<file path="src/rtl/nibble_serial_adder.sv">
// -----------------------------------------------------------------------------
// nibble_serial_adder
//
// Multi-cycle wide adder. Two DATA_W-bit operands are added one nibble per
// clock, least-significant nibble first, through a single combinational 4-bit
// carry-lookahead slice. The running carry is held in a register between
// nibbles, so no carry chain ever spans more than one nibble in a cycle.
//
// Ports
//   clk          rising-edge clock
//   rst_n        asynchronous active-low reset
//   i_in_valid   operands valid (sampled only while o_in_ready is high)
//   o_in_ready   block is idle and can accept operands
//   i_in_a       operand A
//   i_in_b       operand B
//   i_in_cin     carry-in for nibble 0
//   o_out_valid  result valid (held until i_out_ready)
//   i_out_ready  downstream accepts the result (ignored outside DONE)
//   o_out_sum    {carry_out, sum}, DATA_W+1 bits, holds last result
//   o_out_ovf    two's-complement overflow of the last result
//
// Timing: operands accepted at edge E0, nibble k processed at edge E(k+1),
// o_out_valid high from just after E(NUM_NIB). Minimum issue interval is
// NUM_NIB+2 cycles.
//
// NUM_NIB must lie in 2..8; DATA_W is derived from it and must not be
// overridden on its own.
// -----------------------------------------------------------------------------
module nibble_serial_adder #(
    parameter int NUM_NIB = 4,
    parameter int DATA_W  = 4 * NUM_NIB
) (
    input  logic              clk,
    input  logic              rst_n,
    input  logic              i_in_valid,
    output logic              o_in_ready,
    input  logic [DATA_W-1:0] i_in_a,
    input  logic [DATA_W-1:0] i_in_b,
    input  logic              i_in_cin,
    output logic              o_out_valid,
    input  logic              i_out_ready,
    output logic [DATA_W:0]   o_out_sum,
    output logic              o_out_ovf
);

    localparam int               CNT_W    = (NUM_NIB > 1) ? $clog2(NUM_NIB) : 1;
    localparam logic [CNT_W-1:0] LAST_CNT = CNT_W'(NUM_NIB - 1);

    typedef enum logic [1:0] {
        S_IDLE = 2'd0,
        S_RUN  = 2'd1,
        S_DONE = 2'd2
    } state_t;

    state_t r_state;
    state_t w_state_next;

    // Working registers. The operands are shifted right one nibble per RUN
    // cycle so the slice always reads bits [3:0]; the partial sum is shifted
    // in from the top, so after NUM_NIB cycles nibble k sits at position k.
    logic [DATA_W-1:0] r_a;
    logic [DATA_W-1:0] r_b;
    logic [DATA_W-1:0] r_sum;
    logic              r_carry;
    logic [CNT_W-1:0]  r_cnt;

    // Result registers, separate from the working registers so the previous
    // result stays visible through IDLE and RUN.
    logic [DATA_W:0]   r_out_sum;
    logic              r_out_ovf;

    // ---------------------------------------------------------------------
    // 4-bit carry-lookahead slice
    // ---------------------------------------------------------------------
    logic [3:0] w_nib_a;
    logic [3:0] w_nib_b;
    logic [3:0] w_g;
    logic [3:0] w_p;
    logic [3:0] w_nib_sum;
    logic       w_cin;
    logic [4:0] w_c;        // w_c[i] = carry into bit i, w_c[4] = carry out

    assign w_nib_a = r_a[3:0];
    assign w_nib_b = r_b[3:0];
    assign w_cin   = r_carry;

    genvar gi;
    generate
        for (gi = 0; gi < 4; gi++) begin : g_slice_bit
            assign w_g[gi]       = w_nib_a[gi] & w_nib_b[gi];
            assign w_p[gi]       = w_nib_a[gi] ^ w_nib_b[gi];
            assign w_nib_sum[gi] = w_p[gi] ^ w_c[gi];
        end
    endgenerate

    // Every carry is a flat sum of products of g/p and the slice carry-in;
    // none is built from a lower carry, so the slice has no ripple path.
    assign w_c[0] = w_cin;
    assign w_c[1] = w_g[0]
                  | (w_p[0] & w_cin);
    assign w_c[2] = w_g[1]
                  | (w_p[1] & w_g[0])
                  | (w_p[1] & w_p[0] & w_cin);
    assign w_c[3] = w_g[2]
                  | (w_p[2] & w_g[1])
                  | (w_p[2] & w_p[1] & w_g[0])
                  | (w_p[2] & w_p[1] & w_p[0] & w_cin);
    assign w_c[4] = w_g[3]
                  | (w_p[3] & w_g[2])
                  | (w_p[3] & w_p[2] & w_g[1])
                  | (w_p[3] & w_p[2] & w_p[1] & w_g[0])
                  | (w_p[3] & w_p[2] & w_p[1] & w_p[0] & w_cin);

    // ---------------------------------------------------------------------
    // FSM: state register
    // ---------------------------------------------------------------------
    always_ff @(posedge clk or negedge rst_n) begin
        if (!rst_n) begin
            r_state <= S_IDLE;
        end else begin
            r_state <= w_state_next;
        end
    end

    // ---------------------------------------------------------------------
    // FSM: next-state logic
    // ---------------------------------------------------------------------
    always_comb begin
        w_state_next = r_state;
        case (r_state)
            S_IDLE: if (i_in_valid)          w_state_next = S_RUN;
            S_RUN:  if (r_cnt == LAST_CNT)   w_state_next = S_DONE;
            S_DONE: if (i_out_ready)         w_state_next = S_IDLE;
            default:                         w_state_next = S_IDLE;
        endcase
    end

    // ---------------------------------------------------------------------
    // FSM: outputs
    // ---------------------------------------------------------------------
    always_comb begin
        o_in_ready  = 1'b0;
        o_out_valid = 1'b0;
        case (r_state)
            S_IDLE:  o_in_ready  = 1'b1;
            S_DONE:  o_out_valid = 1'b1;
            default: ;
        endcase
    end

    assign o_out_sum = r_out_sum;
    assign o_out_ovf = r_out_ovf;

    // ---------------------------------------------------------------------
    // Datapath
    // ---------------------------------------------------------------------
    always_ff @(posedge clk or negedge rst_n) begin
        if (!rst_n) begin
            r_a       <= '0;
            r_b       <= '0;
            r_sum     <= '0;
            r_carry   <= 1'b0;
            r_cnt     <= '0;
            r_out_sum <= '0;
            r_out_ovf <= 1'b0;
        end else begin
            case (r_state)
                S_IDLE: begin
                    // o_in_ready is high throughout IDLE, so i_in_valid alone
                    // completes the input handshake here.
                    if (i_in_valid) begin
                        r_a     <= i_in_a;
                        r_b     <= i_in_b;
                        r_carry <= i_in_cin;
                        r_cnt   <= '0;
                        r_sum   <= '0;
                    end
                end
                S_RUN: begin
                    r_a     <= r_a >> 4;
                    r_b     <= r_b >> 4;
                    r_carry <= w_c[4];
                    r_sum   <= {w_nib_sum, r_sum[DATA_W-1:4]};
                    r_cnt   <= r_cnt + 1'b1;
                    // Top nibble: publish the finished result. Overflow is
                    // the carry into the MSB XOR the carry out of the MSB.
                    if (r_cnt == LAST_CNT) begin
                        r_out_sum <= {w_c[4], w_nib_sum, r_sum[DATA_W-1:4]};
                        r_out_ovf <= w_c[3] ^ w_c[4];
                    end
                end
                default: ;
            endcase
        end
    end

endmodule

</file>
<file path="config.mk">
export PLATFORM = sky130hd
export DESIGN_NAME = nibble_serial_adder
export DESIGN_NICKNAME = d
export VERILOG_FILES = /design/src/rtl/nibble_serial_adder.sv
export SDC_FILE = /design/constraint.sdc
export NUM_CORES = 1
export LEC_CHECK = 0
export ABC_AREA = 1
export CAP_MARGIN = 20
export CORE_UTILIZATION = 54
export DETAILED_ROUTE_END_ITERATION = 8
export DONT_BUFFER_PORTS = 1
export GPL_TIMING_DRIVEN = 0
export PLACE_DENSITY = 0.69
export SYNTH_ARGS = -nofsm -noshare
export SYNTH_HDL_FRONTEND = slang
export SYNTH_SLANG_ARGS = --single-unit
export TNS_END_PERCENT = 10
</file>
<file path="constraint.sdc">
create_clock -name clk -period 1.5 [get_ports clk]
set_input_delay 0.3 -clock clk [delete_from_list [all_inputs] [get_ports clk]]
set_output_delay 0.3 -clock clk [all_outputs]
set_load 0.01 [all_outputs]
</file>
==> impl_metrics.tcl, run 1 <==
set metrics [dict create \
    run_status "finished with violations" \
    violations_in_the_final_reports "hold timing" \
    antenna_cells 0 \
    cpPeakStageDelay_ps 460 \
    initial_drc_count 191 \
    synth_nets 367 \
    ys_types 26 \
    post_synth_inst_count 324 \
    finish.net_count 384 \
    cts_made_buffers 9 \
    final_critical_path_setup_slack_ps 49.4 \
    timing.final.hold_violations 67 \
    switching_fraction_of_total_power_pct 41.7 \
    required_ps 1770 \
    mappedNetlistArea_sq_um 2940 \
    cap_violations 0 \
    static-leakage-power_nw 1.62 \
    internal_power_mw 5.16 \
    finalSetupViolCount 0 \
    initial_antenna_violation_count 0 \
    fraction_of_final_layout_cells_with_drive_strength_greater_than_1_pct 14.2 \
    drt_wl_total_mm 6.39 \
    floorplan.core_area_sq_um 5170 \
    max_clock_freq_mhz 689 \
    port-buffer-count 0 \
    synth-seq-area-share_pct 56.9 \
    period_minus_slack_ps 1450 \
    dr_wl_cell_um 15.4 \
    number_of_global_route_vias_before_repair 2081 \
    hold_path_class "in2async" \
    power.share.sequential_pct 36.5 \
    floorplan.die.width_um 75.8 \
    place_worst_setup_slack_ps -57.9 \
    via_per_inst 5.36 \
    post_dp_cell_area_sq_um 3030 \
    yosysWarningCount 0 \
    fillerInstances 432 \
    hpwlAfterDp_mm 4.24 \
    number_of_max_slew_violations_in_the_final_report 0 \
    syn2layout_area_growth_pct 13.6 \
    ys_ff_latch 67 \
    synth_edf_count 0 \
    die-area_sq_um 5750 \
    clock_tree.htree_level_count 3 \
    pwr-share-comb_pct 47.2 \
    floorplan.rows 26 \
    critical_path.cell_chain "nor2_4 -> nand2_2 -> nand2_4 -> buf_6 -> o21ai_1 -> o21ai_1" \
    synth_largest_type_area_fraction_pct 56.9 \
    cts_root_buf "sky130_fd_sc_hd__clkbuf_8" \
    worst_setup_hold_path_clk_slew_ps 70 \
    clkPwrFrac_pct 16.3 \
    grt_util_all_layers_pct 24.5 \
    finClkSkew_ps 8.39 \
    first_pass_iters 4 \
    r2r_cell_count 6 \
    cp.arrival_ps 1720 \
    power_per_cell_area_nw_per_um2 2650 \
    chipHeight_um 75.8 \
    critical-path-slowest-cell "sky130_fd_sc_hd__dfrtp_1" \
    async_reset_ff_share_pct 100 \
    tritoncts "done" \
    irDropWorstVdd_mv 1.39 \
    finalCritPeriodShare_pct 96.7 \
    most_used_dff_post_synth "sky130_fd_sc_hd__dfrtp_1" \
    postRouteAntennaNets 0 \
    worst_slew_margin_pct 69.4 \
    unrepaired_setup_endpoints_after_global_routing "true" \
    worstSkewPairLatency_ps 340 \
    cts_num_sinks 67 \
    grt_overflow_total 0 \
    post_synth_main_area_contributors "sky130_fd_sc_hd__dfrtp_1 57%, sky130_fd_sc_hd__nand2_1 9.9%, sky130_fd_sc_hd__o21ai_1 6.8%, sky130_fd_sc_hd__o21ai_0 4.1%, sky130_fd_sc_hd__nor2_1 3.6%" \
    crit_path_end_kind "flip-flop" \
    post_synth_most_frequent_cells "78 x sky130_fd_sc_hd__nand2_1, 67 x sky130_fd_sc_hd__dfrtp_1, 40 x sky130_fd_sc_hd__o21ai_1, 28 x sky130_fd_sc_hd__nor2_1, 24 x sky130_fd_sc_hd__o21ai_0" \
    finalWeightedCongestion 0.748 \
    vias 2231 \
    finish.cell_count_without_fillers 416 \
    fin_worst_hold_slack_ps -353 \
    timing.critical_path.fanout_max 10 \
    synth_top_cell_by_area "sky130_fd_sc_hd__dfrtp_1" \
    path_depth 6 \
    synth.avg_cell_area_sq_um 9.09 \
    worstSetupStartpointType "flip-flop" \
    stdcell_area_sq_um 3340 \
    worstSetupPathType "reg2reg" \
    tightest_slew_ps 459 \
    grt_pass1_wl_mm 10.1 \
    initial_utilization_pct 56.9 \
    critical_path.n_buffers_inverters 1 \
    io_pins 57 \
    placed_cells_incl_taps 394 \
    synth_most_common_cell "sky130_fd_sc_hd__nand2_1" \
    crit_top_cell "sky130_fd_sc_hd__o21ai_1" \
    drt_drc_violations_left 0 \
    maximum_number_of_pins_on_one_net_before_global_route_repair 68 \
    cp_top_family "simple AND/OR/NAND/NOR gates" \
    power_switching_mw 3.69 \
    clk_path_buf_depth 2 \
]
==> final timing paths <==
| check | start | end | slack (ps) |
|---|---|---|---|
| setup / recovery | r_state[1] | r_a[2] | 50 |
| hold / removal | rst_n | r_b[5] | -350 |
| setup reg to reg | r_state[1] | r_a[2] | 50 |
| hold reg to reg | r_a[12] | r_a[12] | 470 |
| max in group asynchronous | rst_n | r_a[13] | 1730 |
| min in group clk | i_out_ready | r_state[1] | 50 |
==> flip-flops by register name, indices dropped and copies added, names as in the netlist <==
register	cells
r_b	16
o_out_sum	17
r_cnt	2
r_a	16
r_carry	1
r_state	2
r_sum	12
o_out_ovf	1
==> worst reg2reg max path: stages, from the launching register on <==
cell and delay (ps):
sky130_fd_sc_hd__dfrtp_1 460, sky130_fd_sc_hd__nor2_4 250, sky130_fd_sc_hd__nand2_2 110, sky130_fd_sc_hd__nand2_4 170
sky130_fd_sc_hd__buf_6 160, sky130_fd_sc_hd__o21ai_1 100, sky130_fd_sc_hd__o21ai_1 140
==> layout by cell type (no fill, tap or decap), drive strengths merged, types with 2 or more instances in the layout <==
master	instances
nand2	81
ha	5
nand3	17
buf	11
nor2	30
o21ai	66
a21oi	2
clkbuf	26
inv	25
o22ai	10
dfrtp	67
==> area by class of cell <==
| cell class | count | area, sq um | area share (%) |
|---|---|---|---|
| timing repair buffer | 5 | 55.1 | 1.65 |
| clock inverter | 1 | 5.00 | 0.150 |
| inverter | 25 | 101 | 3.03 |
| multi-input combinational | 216 | 1090 | 32.6 |
| sequential | 67 | 1680 | 50.1 |
| tap | 70 | 87.6 | 2.62 |
| buffer | 17 | 141 | 4.23 |
| clock buffer | 15 | 186 | 5.57 |
==> per-layer routing <==
layer	share of wire (%)	global-route usage [%]
met5	0	0
met4	1.7	10.5
met3	5.8	6.88
met2	45	35.0
met1	48	35.1
==> power groups by stage <==
stage	Combinational [mW]	Clock, mW	Sequential [mW]
after detailed placement	3.77	0	3.24
after CTS	3.81	1.47	3.22
final	4.18	1.44	3.23
after global routing	4.72	1.53	3.34
after global placement	3.66	0	3.22
after floorplan	2.97	0	3.12
==> timing repair <==
item,4_1_cts,5_1_grt
setup endpoints to repair,40,62
cloned,1,1
pin swaps,1,2
resized for setup,0,17
endpoints found under the hold margin,67,67
buffers inserted,0,4
==> per-stage QoR <==
step | utilization (%) | total power [mW] | TNS (ps)
floorplan | - | 6.09 | 0
global placement | 58.6 | 6.89 | -13.6
CTS | 62.4 | 8.50 | 0
finish | 64.7 | 8.85 | 0
detailed placement | 58.6 | 7.01 | -1260
global route | 64.7 | 9.59 | -341
==> cells by family after synthesis <==
| logic type | Yosys count | synth area share, % |
|---|---|---|
| adder cells (fa/ha/maj) | 6 | 2.80 |
| AO/OA/AOI/OAI | 80 | 14.5 |
| AND/OR/NAND/NOR | 127 | 17.8 |
| buffers and inverters | 42 | 7.39 |
| flip-flops | 67 | 56.9 |
| XOR/XNOR | 2 | 0.595 |
Note: power is estimated with default switching activity, not from simulation.
==> inputs of run 2 (changes only) <==
--- a/config.mk
+++ b/config.mk
@@ -7,11 +7,11 @@
 export LEC_CHECK = 0
 export ABC_AREA = 1
 export CAP_MARGIN = 20
-export CORE_UTILIZATION = 54
+export CORE_UTILIZATION = 53
 export DETAILED_ROUTE_END_ITERATION = 8
 export DONT_BUFFER_PORTS = 1
 export GPL_TIMING_DRIVEN = 0
-export PLACE_DENSITY = 0.69
+export PLACE_DENSITY = 0.68
 export SYNTH_ARGS = -nofsm -noshare
 export SYNTH_HDL_FRONTEND = slang
 export SYNTH_SLANG_ARGS = --single-unit
==> run 2 against run 1 <==
The flow still finishes with violations (hold timing). Core utilization barely moved. Combinational power down 2%. Wire length is 3.4% higher. Total power grew 6.1%. Cell count fell by 0.48%. Critical path depth stayed put. Via count is 1.3% higher. Sequential share of layout area shrank 0.61 points. Setup slack got worse by 27 ps. Largest power group unchanged. Sequential cell count stayed put. Highest routed layer unchanged. Global-route usage is 0.12 points higher. Die area increased by 1.8%.
==> impl_metrics.tcl, run 2 (synthesis gave the netlist of run 1 again) <==
set metrics [dict create \
    run_status "finished with violations" \
    violations_in_the_final_reports "hold timing" \
    worst_setup_hold_path_clk_slew_ps 80 \
    timing.final.hold_violations 67 \
    grtUsageMet3_pct 4.79 \
    floorplan.die.width_um 76.5 \
    grt_overflow_total 0 \
    worstSetupPathType "reg2reg" \
    finish.utilization_pct 64.7 \
    number_of_global_route_vias_before_repair 2233 \
    clock_tree.htree_level_count 3 \
    globalRouteMet1Util_pct 34.6 \
    die-area_sq_um 5860 \
    layout.cells.most_common_list "76 x sky130_fd_sc_hd__nand2_1, 66 x sky130_fd_sc_hd__dfrtp_1, 41 x sky130_fd_sc_hd__o21ai_1, 27 x sky130_fd_sc_hd__nor2_1, 23 x sky130_fd_sc_hd__o21ai_0" \
    met2_usage_pct 36.6 \
    r2r_cell_count 6 \
    hpwlAfterDp_mm 4.25 \
    busiest_layer "met2" \
    antenna_cells 0 \
    cap_violations 0 \
    initial_utilization_pct 56.2 \
    mostFrequentLayoutCell "sky130_fd_sc_hd__nand2_1" \
    switching_fraction_of_total_power_pct 40.5 \
    static-leakage-power_nw 1.62 \
    drt_wl_total_mm 6.60 \
    fraction_of_final_layout_cells_with_drive_strength_greater_than_1_pct 14.5 \
    clk_path_buf_depth 2 \
    period_minus_slack_ps 1480 \
    pwr-share-comb_pct 43.6 \
    via_per_inst 5.46 \
    placed_cells_incl_taps 394 \
    number_of_max_slew_violations_in_the_final_report 0 \
    initial_antenna_violation_count 0 \
    chipHeight_um 76.5 \
    stdcell_area_sq_um 3390 \
    max_clock_freq_mhz 677 \
    total_negative_slack_ps 0 \
    required_ps 1760 \
    syn2layout_area_growth_pct 15.1 \
    floorplan.core_area_sq_um 5240 \
    r2r-start "r_state[1]" \
    finalCritPeriodShare_pct 98.5 \
    drt_drc_violations_left 0 \
    clkPwrFrac_pct 21.7 \
    dr_wl_cell_um 15.9 \
    hold_path_class "in2async" \
    cp.arrival_ps 1740 \
    cts_made_buffers 9 \
    tightest_slew_ps 488 \
    internal_power_mw 5.59 \
    finish.net_count 382 \
    crit_path_end_kind "flip-flop" \
    worst_slew_margin_pct 67.5 \
    floorplan.rows 26 \
    worstSkewPairLatency_ps 350 \
    finClkSkew_ps 9.92 \
    grt_pass1_wl_mm 11.0 \
    first_pass_iters 4 \
    finalWeightedCongestion 0.782 \
    power.share.sequential_pct 34.7 \
    finalSetupViolCount 0 \
    worstSetupStartpointType "flip-flop" \
    ff2ff_setup_slack_ps 20 \
    port-buffer-count 0 \
    postRouteAntennaNets 0 \
    io_pins 57 \
    power_switching_mw 3.81 \
    irDropWorstVdd_mv 1.26 \
    fin_worst_hold_slack_ps -354 \
    initial_drc_count 272 \
    timing.critical_path.fanout_max 10 \
    cts_root_buf "sky130_fd_sc_hd__clkbuf_8" \
    rr_endpoint "r_b[3]" \
    largest_register_ff_count 17 \
    grt_util_all_layers_pct 24.6 \
    unrepaired_setup_endpoints_after_global_routing "true" \
    post_dp_cell_area_sq_um 3030 \
    maximum_number_of_pins_on_one_net_before_global_route_repair 68 \
    cts_num_sinks 67 \
    tritoncts "done" \
    power_per_cell_area_nw_per_um2 2770 \
    vias 2260 \
    fillerInstances 447 \
    finish.cell_count_without_fillers 414 \
]
-- run 2: cell count changes in the layout (fill, tap and decap cells not counted), moves of 2 or more --
cell and change:
sky130_fd_sc_hd__buf_2 +2, sky130_fd_sc_hd__buf_4 +2, sky130_fd_sc_hd__bufinv_16 +4, sky130_fd_sc_hd__clkbuf_4 -5, sky130_fd_sc_hd__clkbuf_8 -3
-- run 2: final cells by class --
cell class | instances | area (sq um) | share of cell area (%)
buffer | 17 | 131 | 3.88
clock buffer | 10 | 138 | 4.06
clock inverter | 6 | 136 | 4.03
inverter | 25 | 98.8 | 2.92
multi-input combinational | 216 | 1100 | 32.3
sequential | 67 | 1680 | 49.5
tap | 70 | 87.6 | 2.58
timing repair buffer | 3 | 22.5 | 0.665
-- run 2: routing by layer --
metal | up-vias | wire (um)
met2 | 72 | 3040
met1 | 1091 | 3040
met5 | - | 0
met3 | 12 | 382
met4 | 0 | 140
li1 | 1085 | -
-- run 2: worst max path at each step --
stage                    start        to  slack (ps)
floorplan           r_state[0]   r_b[10]         190
global placement    r_state[0]  r_sum[5]         -10
finish              r_state[1]    r_b[3]          20
global route        r_state[0]    r_b[0]         -60
CTS                 r_state[0]    r_b[3]           3
detailed placement  r_state[0]  r_sum[4]         -20
-- run 2: per-stage QoR --
step                worst slack [ps]  power (mW)
floorplan                        188        6.09
global placement               -11.6        6.90
detailed placement             -23.5        7.01
CTS                             2.53        9.13
global route                   -60.8        10.1
finish                          22.6        9.40
-- run 2: worst max-delay path: stages (launching register included) --
cell and delay (ps):
sky130_fd_sc_hd__dfrtp_2 470, sky130_fd_sc_hd__nor2_4 250, sky130_fd_sc_hd__nand2_2 110, sky130_fd_sc_hd__nand2_4 140, sky130_fd_sc_hd__buf_6 150, sky130_fd_sc_hd__o21ai_1 80, sky130_fd_sc_hd__o21ai_1 180
-- run 2: power groups by stage --
stage,clock network [mW],logic [mW],registers [mW]
after floorplan,0,2.97,3.12
after global placement,0,3.68,3.22
after detailed placement,0,3.76,3.25
after CTS,2.05,3.84,3.24
after global routing,2.13,4.66,3.35
final,2.04,4.10,3.26
-- run 2: timing repair --
| item | in CTS | in global routing |
|---|---|---|
| pin swaps | 2 | 2 |
| resized for setup | 0 | 16 |
| hold endpoints to repair | 67 | 67 |
| setup endpoints to repair | 33 | 66 |
| gates cloned | 1 | 0 |
| setup buffers | 1 | 2 |
==> inputs of run 3 (changes only) <==
--- a/config.mk
+++ b/config.mk
@@ -12,6 +12,7 @@
 export DONT_BUFFER_PORTS = 1
 export GPL_TIMING_DRIVEN = 0
 export PLACE_DENSITY = 0.68
+export SKIP_LAST_GASP = 1
 export SYNTH_ARGS = -nofsm -noshare
 export SYNTH_HDL_FRONTEND = slang
 export SYNTH_SLANG_ARGS = --single-unit
==> run 3 against run 2 <==
The flow still finishes with violations (hold timing). Global-route usage unchanged. Non-clock buffer count unchanged. Via count about the same. First-iteration DRC count decreased by 1.1%. Sequential cell count unchanged. Wire length about the same. Largest cell class unchanged. Largest power group unchanged.
==> impl_metrics.tcl, run 3 (synthesis gave the netlist of run 1 again) <==
set metrics [dict create \
    initial_utilization_pct 56.2 \
    power.share.sequential_pct 34.9 \
    area_taken_by_flip_flops_and_latches_sq_um 1680 \
    fraction_of_final_layout_cells_with_drive_strength_greater_than_1_pct 14.0 \
    tightest_slew_ps 489 \
    finalWeightedCongestion 0.782 \
    floorplan.die.width_um 76.5 \
    finalCritPeriodShare_pct 98.3 \
    grt_pass1_wl_mm 11.0 \
    die-area_sq_um 5860 \
    cap_violations 0 \
    syn2layout_area_growth_pct 14.7 \
    finClkSkew_ps 10.9 \
    multi_input_area_sq_um 1090 \
    hold_path_class "in2async" \
    fillerInstances 447 \
    power_switching_mw 3.77 \
    largest_register_ff_count 17 \
    port-buffer-count 0 \
    switching_fraction_of_total_power_pct 40.4 \
    worst_setup_hold_path_clk_slew_ps 80 \
    initial_antenna_violation_count 0 \
    crit_path_end_kind "flip-flop" \
    maximum_number_of_pins_on_one_net_before_global_route_repair 68 \
    finish.net_count 382 \
    timing.critical_path.fanout_max 10 \
    rr_endpoint "r_b[3]" \
    clkPwrFrac_pct 21.8 \
    hpwlAfterDp_mm 4.25 \
    floorplan.rows 26 \
    postRouteAntennaNets 0 \
    via_per_inst 5.46 \
    pwr-share-comb_pct 43.2 \
    drt_drc_violations_left 0 \
    dr_wl_cell_um 16.0 \
    io_pins 57 \
    tritoncts "done" \
    place_worst_setup_slack_ps -23.5 \
    required_ps 1760 \
    unrepaired_setup_endpoints_after_global_routing "true" \
    r2r_cell_count 6 \
    mostFrequentLayoutCell "sky130_fd_sc_hd__nand2_1" \
    period_minus_slack_ps 1470 \
    irDropWorstVdd_mv 1.24 \
    cp.arrival_ps 1730 \
    static-leakage-power_nw 1.62 \
    drt_wl_total_mm 6.61 \
    ff2ff_setup_slack_ps 30 \
    cts_made_buffers 9 \
    run_status "finished with violations" \
    grt_util_all_layers_pct 24.6 \
    worstSetupStartpointType "flip-flop" \
    max_clock_freq_mhz 678 \
    fin_worst_hold_slack_ps -356 \
    finish.utilization_pct 64.5 \
    worstSkewPairLatency_ps 350 \
    antenna_cells 0 \
    clk_path_buf_depth 2 \
    cts_root_buf "sky130_fd_sc_hd__clkbuf_8" \
    number_of_global_route_vias_before_repair 2233 \
    grt_overflow_total 0 \
    r2r-start "r_state[1]" \
    clock_tree.htree_level_count 3 \
    finalSetupViolCount 0 \
    cts_num_sinks 67 \
    worstSetupPathType "reg2reg" \
    vias 2262 \
    worst_slew_margin_pct 67.4 \
    layout.cells.most_common_list "77 x sky130_fd_sc_hd__nand2_1, 66 x sky130_fd_sc_hd__dfrtp_1, 41 x sky130_fd_sc_hd__o21ai_1, 27 x sky130_fd_sc_hd__nor2_1, 23 x sky130_fd_sc_hd__o21ai_0" \
    internal_power_mw 5.57 \
    first_pass_iters 5 \
    final_critical_path_setup_slack_ps 25.1 \
    total_negative_slack_ps 0 \
    power_per_cell_area_nw_per_um2 2760 \
    violations_in_the_final_reports "hold timing" \
    initial_drc_count 269 \
    number_of_max_slew_violations_in_the_final_report 0 \
    chipHeight_um 76.5 \
    floorplan.core_area_sq_um 5240 \
    timing.final.hold_violations 67 \
]
==> run 3: cell types whose count changed in the layout (fill, tap and decap cells not counted) <==
| cell | change |
|---|---|
| sky130_fd_sc_hd__xor2_2 | -1 |
| sky130_fd_sc_hd__clkbuf_4 | +1 |
| sky130_fd_sc_hd__nand2_2 | -1 |
| sky130_fd_sc_hd__xor2_1 | +1 |
| sky130_fd_sc_hd__buf_4 | -1 |
| sky130_fd_sc_hd__nand2_1 | +1 |
==> run 3: routing by layer <==
layer  track usage (%)  part of all wire [%]  up-vias
met5                 0                     0        -
met4              12.3                   2.1        0
met3              4.79                   5.9       15
met2              36.6                    46       66
met1              34.6                    46     1091
li1                  -                     -     1090
==> run 3: final cells by class <==
type,instances,share of cell area [%]
Buffer,17,3.89
Clock buffer,10,4.07
Clock inverter,6,4.04
Inverter,25,2.93
Multi-Input combinational cell,216,32.1
Sequential cell,67,49.7
Tap cell,70,2.59
Timing Repair Buffer,3,0.667
==> run 3: worst max-delay path by stage <==
| stage | start | to | slack, ps | cells after the start |
|---|---|---|---|---|
| floorplan | r_state[0] | r_b[10] | 190 | 8 |
| global placement | r_state[0] | r_sum[5] | -10 | 6 |
| detailed placement | r_state[0] | r_sum[4] | -20 | 6 |
| CTS | r_state[0] | r_b[3] | 3 | 8 |
| global route | r_state[0] | r_b[0] | -60 | 7 |
| finish | r_state[1] | r_b[3] | 30 | 6 |
==> run 3: power by group through the flow <==
stage	clock network (mW)	logic (mW)	registers (mW)
after floorplan	0	2.97	3.12
after global placement	0	3.68	3.22
after detailed placement	0	3.76	3.25
after CTS	2.05	3.84	3.24
after global routing	2.13	4.62	3.35
final	2.04	4.04	3.26
==> run 3: repair_timing <==
action | 4_1_cts | 5_1_grt
pin swaps | 2 | 2
resized for setup | 0 | 13
cloned | 1 | 0
endpoints found under the setup margin | 33 | 66
buffers inserted | 1 | 2
endpoints found under the hold margin | 67 | 67
==> run 3: stage by stage <==
stage / total power [mW] / cell area, sq um / cells
after floorplan: 6.09 / 2940 / 324
after global placement: 6.90 / 3030 / 394
after detailed placement: 7.01 / 3030 / 394
after CTS: 9.13 / 3320 / 412
after global routing: 10.1 / 3380 / 414
final: 9.33 / 3380 / 414
==> run 3: worst max-delay path, stage by stage, from the launching register on <==
cell	delay [ps]
sky130_fd_sc_hd__dfrtp_2	460
sky130_fd_sc_hd__nor2_4	250
sky130_fd_sc_hd__nand2_2	110
sky130_fd_sc_hd__nand2_4	140
sky130_fd_sc_hd__buf_6	150
sky130_fd_sc_hd__o21ai_1	80
sky130_fd_sc_hd__o21ai_1	180
